## src/rtl/mem_wb_pkg.sv

```systemverilog
// Shared constants and load-size encodings for the MEM/WB pipeline register.
package mem_wb_pkg;

  localparam int NBITS   = 32;  // datapath width
  localparam int NREG    = 5;   // register-address width
  localparam int RETIRED = 32;  // retired-instruction counter width

  // Load-size field from EX/MEM; the unused code 2'b10 behaves as a word.
  typedef enum logic [1:0] {
    SZ_BYTE = 2'b00,
    SZ_HALF = 2'b01,
    SZ_RSVD = 2'b10,
    SZ_WORD = 2'b11
  } load_size_e;

endpackage

```

## src/rtl/mem_wb_load_filter.sv

```systemverilog
// Combinational load filter: picks the addressed byte/half of the raw
// memory word (little-endian lanes) and zero- or sign-extends it.
// A misaligned half (byte_sel[0]=1) silently uses the byte_sel[1] lane.
module load_filter #(
  parameter int NBITS = mem_wb_pkg::NBITS
) (
  input  logic [NBITS-1:0] word,
  input  logic [1:0]       byte_sel,
  input  logic [1:0]       size,
  input  logic             sign_ext,
  output logic [NBITS-1:0] data
);
  import mem_wb_pkg::*;

  logic [7:0]  byte_val;
  logic [15:0] half_val;

  // Lane selection and extension according to the load size.
  always_comb begin
    byte_val = 8'h00;
    half_val = byte_sel[1] ? word[31:16] : word[15:0];
    data     = word;
    case (byte_sel)
      2'd0:    byte_val = word[7:0];
      2'd1:    byte_val = word[15:8];
      2'd2:    byte_val = word[23:16];
      default: byte_val = word[31:24];
    endcase
    case (load_size_e'(size))
      SZ_BYTE: data = {{(NBITS-8){sign_ext & byte_val[7]}}, byte_val};
      SZ_HALF: data = {{(NBITS-16){sign_ext & half_val[15]}}, half_val};
      default: data = word;
    endcase
  end

endmodule

```

## src/rtl/mem_wb.sv

```systemverilog
// MEM/WB pipeline register. Captures the filtered load data or ALU result,
// destination and write enable one edge after EX/MEM presents them, counts
// retired instructions and latches a sticky halt.
//
// Qualifier semantics: EX_MEM_Valid marks a real instruction; a capture
// happens on an edge with i_mips_clk_ctrl=1, i_flush=0 and no halt latched.
// i_flush overrides the enable and loads a bubble. After halt, all state is
// frozen (write enable forced low) until reset.
module mem_wb #(
  parameter int NBITS = mem_wb_pkg::NBITS,
  parameter int NREG  = mem_wb_pkg::NREG
) (
  input  logic             clk,
  input  logic             reset,
  input  logic             i_mips_clk_ctrl,
  input  logic             i_flush,
  input  logic             EX_MEM_Valid,
  input  logic [NBITS-1:0] EX_MEM_ALU,
  input  logic [NBITS-1:0] MEM_DatoMemoria,
  input  logic [NREG-1:0]  EX_MEM_WriteReg,
  input  logic             EX_MEM_RegWrite,
  input  logic             EX_MEM_MemtoReg,
  input  logic             EX_MEM_SignExt,
  input  logic             EX_MEM_Halt,
  input  logic [1:0]       EX_MEM_TamanoFiltro,
  output logic [NBITS-1:0] MEM_WB_Dato_o,
  output logic [NREG-1:0]  MEM_WB_WriteReg_o,
  output logic             MEM_WB_RegWrite_o,
  output logic             MEM_WB_Halt_o,
  output logic [31:0]      MEM_WB_Retired_o
);
  import mem_wb_pkg::*;

  logic [NBITS-1:0] load_data;
  logic [NBITS-1:0] wb_data;
  logic             wr_en;

  load_filter #(.NBITS(NBITS)) u_load_filter (
    .word     (MEM_DatoMemoria),
    .byte_sel (EX_MEM_ALU[1:0]),
    .size     (EX_MEM_TamanoFiltro),
    .sign_ext (EX_MEM_SignExt),
    .data     (load_data)
  );

  assign wb_data = EX_MEM_MemtoReg ? load_data : EX_MEM_ALU;
  // Writes to register 0 are dropped here so write-back never sees them.
  assign wr_en   = EX_MEM_RegWrite & EX_MEM_Valid & (EX_MEM_WriteReg != '0);

  // Pipeline register with halt freeze, flush bubble and enable-gated capture.
  always_ff @(posedge clk or negedge reset) begin
    if (!reset) begin
      MEM_WB_Dato_o     <= '0;
      MEM_WB_WriteReg_o <= '0;
      MEM_WB_RegWrite_o <= 1'b0;
      MEM_WB_Halt_o     <= 1'b0;
      MEM_WB_Retired_o  <= '0;
    end else if (MEM_WB_Halt_o) begin
      MEM_WB_RegWrite_o <= 1'b0;
    end else if (i_flush) begin
      MEM_WB_Dato_o     <= '0;
      MEM_WB_WriteReg_o <= '0;
      MEM_WB_RegWrite_o <= 1'b0;
    end else if (i_mips_clk_ctrl) begin
      MEM_WB_Dato_o     <= wb_data;
      MEM_WB_WriteReg_o <= EX_MEM_WriteReg;
      MEM_WB_RegWrite_o <= wr_en;
      MEM_WB_Halt_o     <= EX_MEM_Valid & EX_MEM_Halt;
      if (EX_MEM_Valid) begin
        MEM_WB_Retired_o <= MEM_WB_Retired_o + 32'd1;
      end
    end
  end

endmodule

```

## config.mk

```make
export PLATFORM = sky130hd
export DESIGN_NAME = mem_wb
export DESIGN_NICKNAME = d
export VERILOG_FILES = /design/src/rtl/mem_wb_pkg.sv /design/src/rtl/mem_wb_load_filter.sv /design/src/rtl/mem_wb.sv
export SDC_FILE = /design/constraint.sdc
export NUM_CORES = 1
export LEC_CHECK = 0
export BUFFER_PORTS_ARGS = -buffer_cell sky130_fd_sc_hd__buf_2
export CAP_MARGIN = 5
export CORE_ASPECT_RATIO = 0.7
export CORE_MARGIN = 2
export CORE_UTILIZATION = 40
export DETAILED_ROUTE_END_ITERATION = 6
export PLACE_DENSITY = 0.69
export SYNTH_ARGS = -nofsm -noshare
export SYNTH_HDL_FRONTEND = slang
export SYNTH_SLANG_ARGS = --single-unit
```

## constraint.sdc

```tcl
create_clock -name clk -period 2.75 [get_ports clk]
set_input_delay 0 -clock clk [delete_from_list [all_inputs] [get_ports clk]]
set_output_delay 0 -clock clk [all_outputs]
set_load 0.01 [all_outputs]
```

==> results.yml <==
detailed_routing:
  drc: 0
  wl_um: 11700
  vias_per_cell: 5.46
  drt-initial-drc-count: 302
  postRouteAntennaNets: 0
  wl_per_cell_um: 17.8
  vias: 3601
  drt_pre_antenna_iters: 7
yosys:
  syn_avg_cell_area_sq_um: 10.5
  yosysTopAreaCell: "dfrtp_1"
  synthCells: 337
  yosys_warnings: 0
  yosysUniqueCellTypes: 50
  ys_seq_area_share_pct: 50.0
  synth_top_area_share_pct: 50.0
  yosys_most_used_dff: "dfrtp_1"
  synth_area_leaders: "dfrtp_1, xnor2_1, a222oi_1"
  ys_async_sr_fraction_pct: 100
  synth_edf_count: 0
  synth_fp_nets: 418
  synth_area_sq_mm: 0.00355
  ys_seq_elements: 71
pwr:
  peakVddDrop_mv: 0.445
  leakage_nw: 2.68
  power_density_mw_per_mm2: 638
timing:
  skew_ns: 0.00666
  setup_violations: 0
  min_period_ns: 2.43
  fin_crit_sh_pct: 88.2
  relSlewSlack_pct: 42.3
  slew_viol_final: 0
  rsz0062_at_grt: "no"
  hold_viol_final: 0
  setup_tns_ns: 0
  worstMarginPinSlew_ns: 0.865
  max_freq_mhz: 412
critical_path:
  rr_worst_depth: 6
  path_class: "flip-flop to flip-flop"
  worstSetupStartpointType: "flip-flop"
  required_ns: 3.00
  worstPathArrival_ns: 2.68
  endpoint_kind: "flip-flop"
  r2r-end: "MEM_WB_Dato_o[24]$_DFFE_PN0P_"
  rrSetupSlack_ns: 0.32
  critical_path.max_fanout: 20
  r2r_start: "MEM_WB_Halt_o$_DFF_PN0_"
layout:
  seqCellArea_sq_mm: 0.00178
  nNetsFinal: 615
  fill_cells: 758
  finish.utilization_pct: 61.0
  layout-drive-gt1-share_pct: 35.1
  multiInputGateArea_sq_mm: 0.00165
  antennaDiodeCount: 0
  areaGrowthSynthToFinish_pct: 46.7
grt:
  gr-total-overflow: 0
  grt_pass1_wl_um: 18100
  grt_max_degree: 30
  antenna_found_initial: 0
  first_global_vias: 3497
  grt.total_usage_pct: 24.2
cts:
  cts-root-buf: "clkbuf_16"
  cts_buffers: 9
  cts_tree: "done"
  clk_latency_ns: 0.33
  cts_num_sinks: 71
  cts_setup_buffers: 0
  clkTransAtPathRegs_ns: 0.06
  clk_path_buf_depth: 2
  cts_max_level: 3
die:
  initial_core_util_pct: 41.6
  coreArea_sq_mm: 0.00855
  dieWidth_um: 117
  die-area_sq_mm: 0.00967
  ios: 151
  die_y_um: 82.9
  rows: 28
hold_path:
  hp-class: "input port to flip-flop"
  min_to: "MEM_WB_Dato_o[6]$_DFFE_PN0P_"
  holdCritStartpoint: "MEM_DatoMemoria[6]"
  min_delay_path_depth: 3
run:
  cap_violations: 0
placed_design:
  port-buffer-count: 150
  dp_hpwl_um: 8220
  globalplace.congestion: 0.883
run_status:
  status: "completed"
==> worst max path at each step <==
| stage | end | cells after the start | slack [ns] | from |
|---|---|---|---|---|
| 2_1_floorplan | MEM_WB_Retired_o[31]$_DFFE_PN0P_ | 5 | 0.99 | MEM_WB_Halt_o$_DFF_PN0_ |
| 3_3_place_gp | MEM_WB_Retired_o[26]$_DFFE_PN0P_ | 4 | 0.74 | MEM_WB_Halt_o$_DFF_PN0_ |
| 3_5_place_dp | MEM_WB_Retired_o[24]$_DFFE_PN0P_ | 4 | 0.71 | MEM_WB_Halt_o$_DFF_PN0_ |
| 4_1_cts | MEM_WB_Dato_o[26]$_DFFE_PN0P_ | 6 | 0.38 | MEM_WB_Halt_o$_DFF_PN0_ |
| 5_1_grt | MEM_WB_Dato_o[24]$_DFFE_PN0P_ | 6 | 0.13 | MEM_WB_Halt_o$_DFF_PN0_ |
| 6_report | MEM_WB_Dato_o[24]$_DFFE_PN0P_ | 6 | 0.32 | MEM_WB_Halt_o$_DFF_PN0_ |
==> logic make-up after synthesis <==
group	count (synthesis)	synth area share, %
muxes	11	3.77
AOI/OAI and AO/OA	84	18.4
adders and majority gates	1	0.352
and+or+nand+nor	108	16.1
buffers and inverters	31	3.70
DFF	71	50.0
xor gates and xnor gates	31	7.64
==> stage by stage <==
stage          setup WS, ns  cells  power (mW)  hold slack, ns  instance area (sq um)
6_report              0.324    659        3.33          0.0163                   5220
5_1_grt               0.132    659        3.51          0.0203                   5220
4_1_cts               0.382    659        3.34         0.00159                   5220
3_5_place_dp          0.708    593        2.06          0.0303                   4420
3_3_place_gp          0.738    593        2.04          0.0307                   4420
2_1_floorplan         0.990    337        1.70          -0.296                   3550
==> layout make-up <==
type                            count  area share, %
Clock inverter                      2          0.240
Inverter                           10          0.720
Clock buffer                       14           5.45
Timing Repair Buffer              207           25.0
Sequential cell                    71           34.1
Multi-Input combinational cell    235           31.6
Tap cell                          120           2.88
==> where the power goes <==
part / internal (mW) / switching (mW)
sequential: 1.23 / 0.125
clock: 0.708 / 0.416
combinational: 0.449 / 0.400
total: 2.39 / 0.941
==> flip-flops by register name (all words and copies together) (netlist names) <==
name and flops:
MEM_WB_RegWrite_o 1, MEM_WB_Retired_o 32, MEM_WB_WriteReg_o 5, MEM_WB_Dato_o 32, MEM_WB_Halt_o 1
==> timing repair <==
item,4_1_cts,5_1_grt
endpoints found under the hold margin,53,0
resized for setup,0,0
hold buffers,50,0
==> Yosys cell counts, types with 2 or more instances <==
master    count
xnor2_1      26
nor2_1       12
a22o_1        5
a22oi_1       5
a21oi_1      16
buf_2         3
inv_1        10
nand3_1      17
nor4_1        2
dfrtp_1      71
mux2_2        9
nand2b_1      4
buf_4         3
nand2_1      33
o22ai_1       4
xor2_1        5
a222oi_1     16
clkbuf_1     15
nor2b_1       8
and3_1        4
o31ai_1       4
o21ai_0       8
nor3_1        3
nand4_1      13
a21o_1        7
o221ai_1      8
and2_1        3
==> cell usage in the layout, fill, tap and decap left out, types with 9 or more instances in the layout <==
| cell | synthesis | routed |
|---|---|---|
| a222oi_1 | 16 | 16 |
| dlygate4sd3_1 | 0 | 50 |
| xnor2_1 | 26 | 26 |
| clkbuf_16 | 0 | 9 |
| buf_2 | 3 | 150 |
| inv_1 | 10 | 10 |
| nand3_1 | 17 | 17 |
| mux2_2 | 9 | 9 |
| nor2_1 | 12 | 12 |
| nand2_1 | 33 | 33 |
| a21oi_1 | 16 | 16 |
| nand4_1 | 13 | 13 |
| dfrtp_1 | 71 | 71 |
==> per-layer routing <==
| metal | track usage (%) | vias up | wire length (um) |
|---|---|---|---|
| met1 | 34.5 | 1766 | 5290 |
| met4 | 6.95 | 0 | 208 |
| li1 | - | 1664 | - |
| met2 | 35.9 | 152 | 5310 |
| met3 | 7.01 | 19 | 896 |
| met5 | 0 | - | 0 |
==> worst max-delay path, stage by stage, from the launching register on <==
cell           delay, ns
dfrtp_1             0.43
nor3b_2             0.17
buf_4               0.27
and3_1              0.60
a222oi_1            0.19
dlygate4sd3_1       0.62
nand2_1             0.08
(Power assumes the default switching activity.)
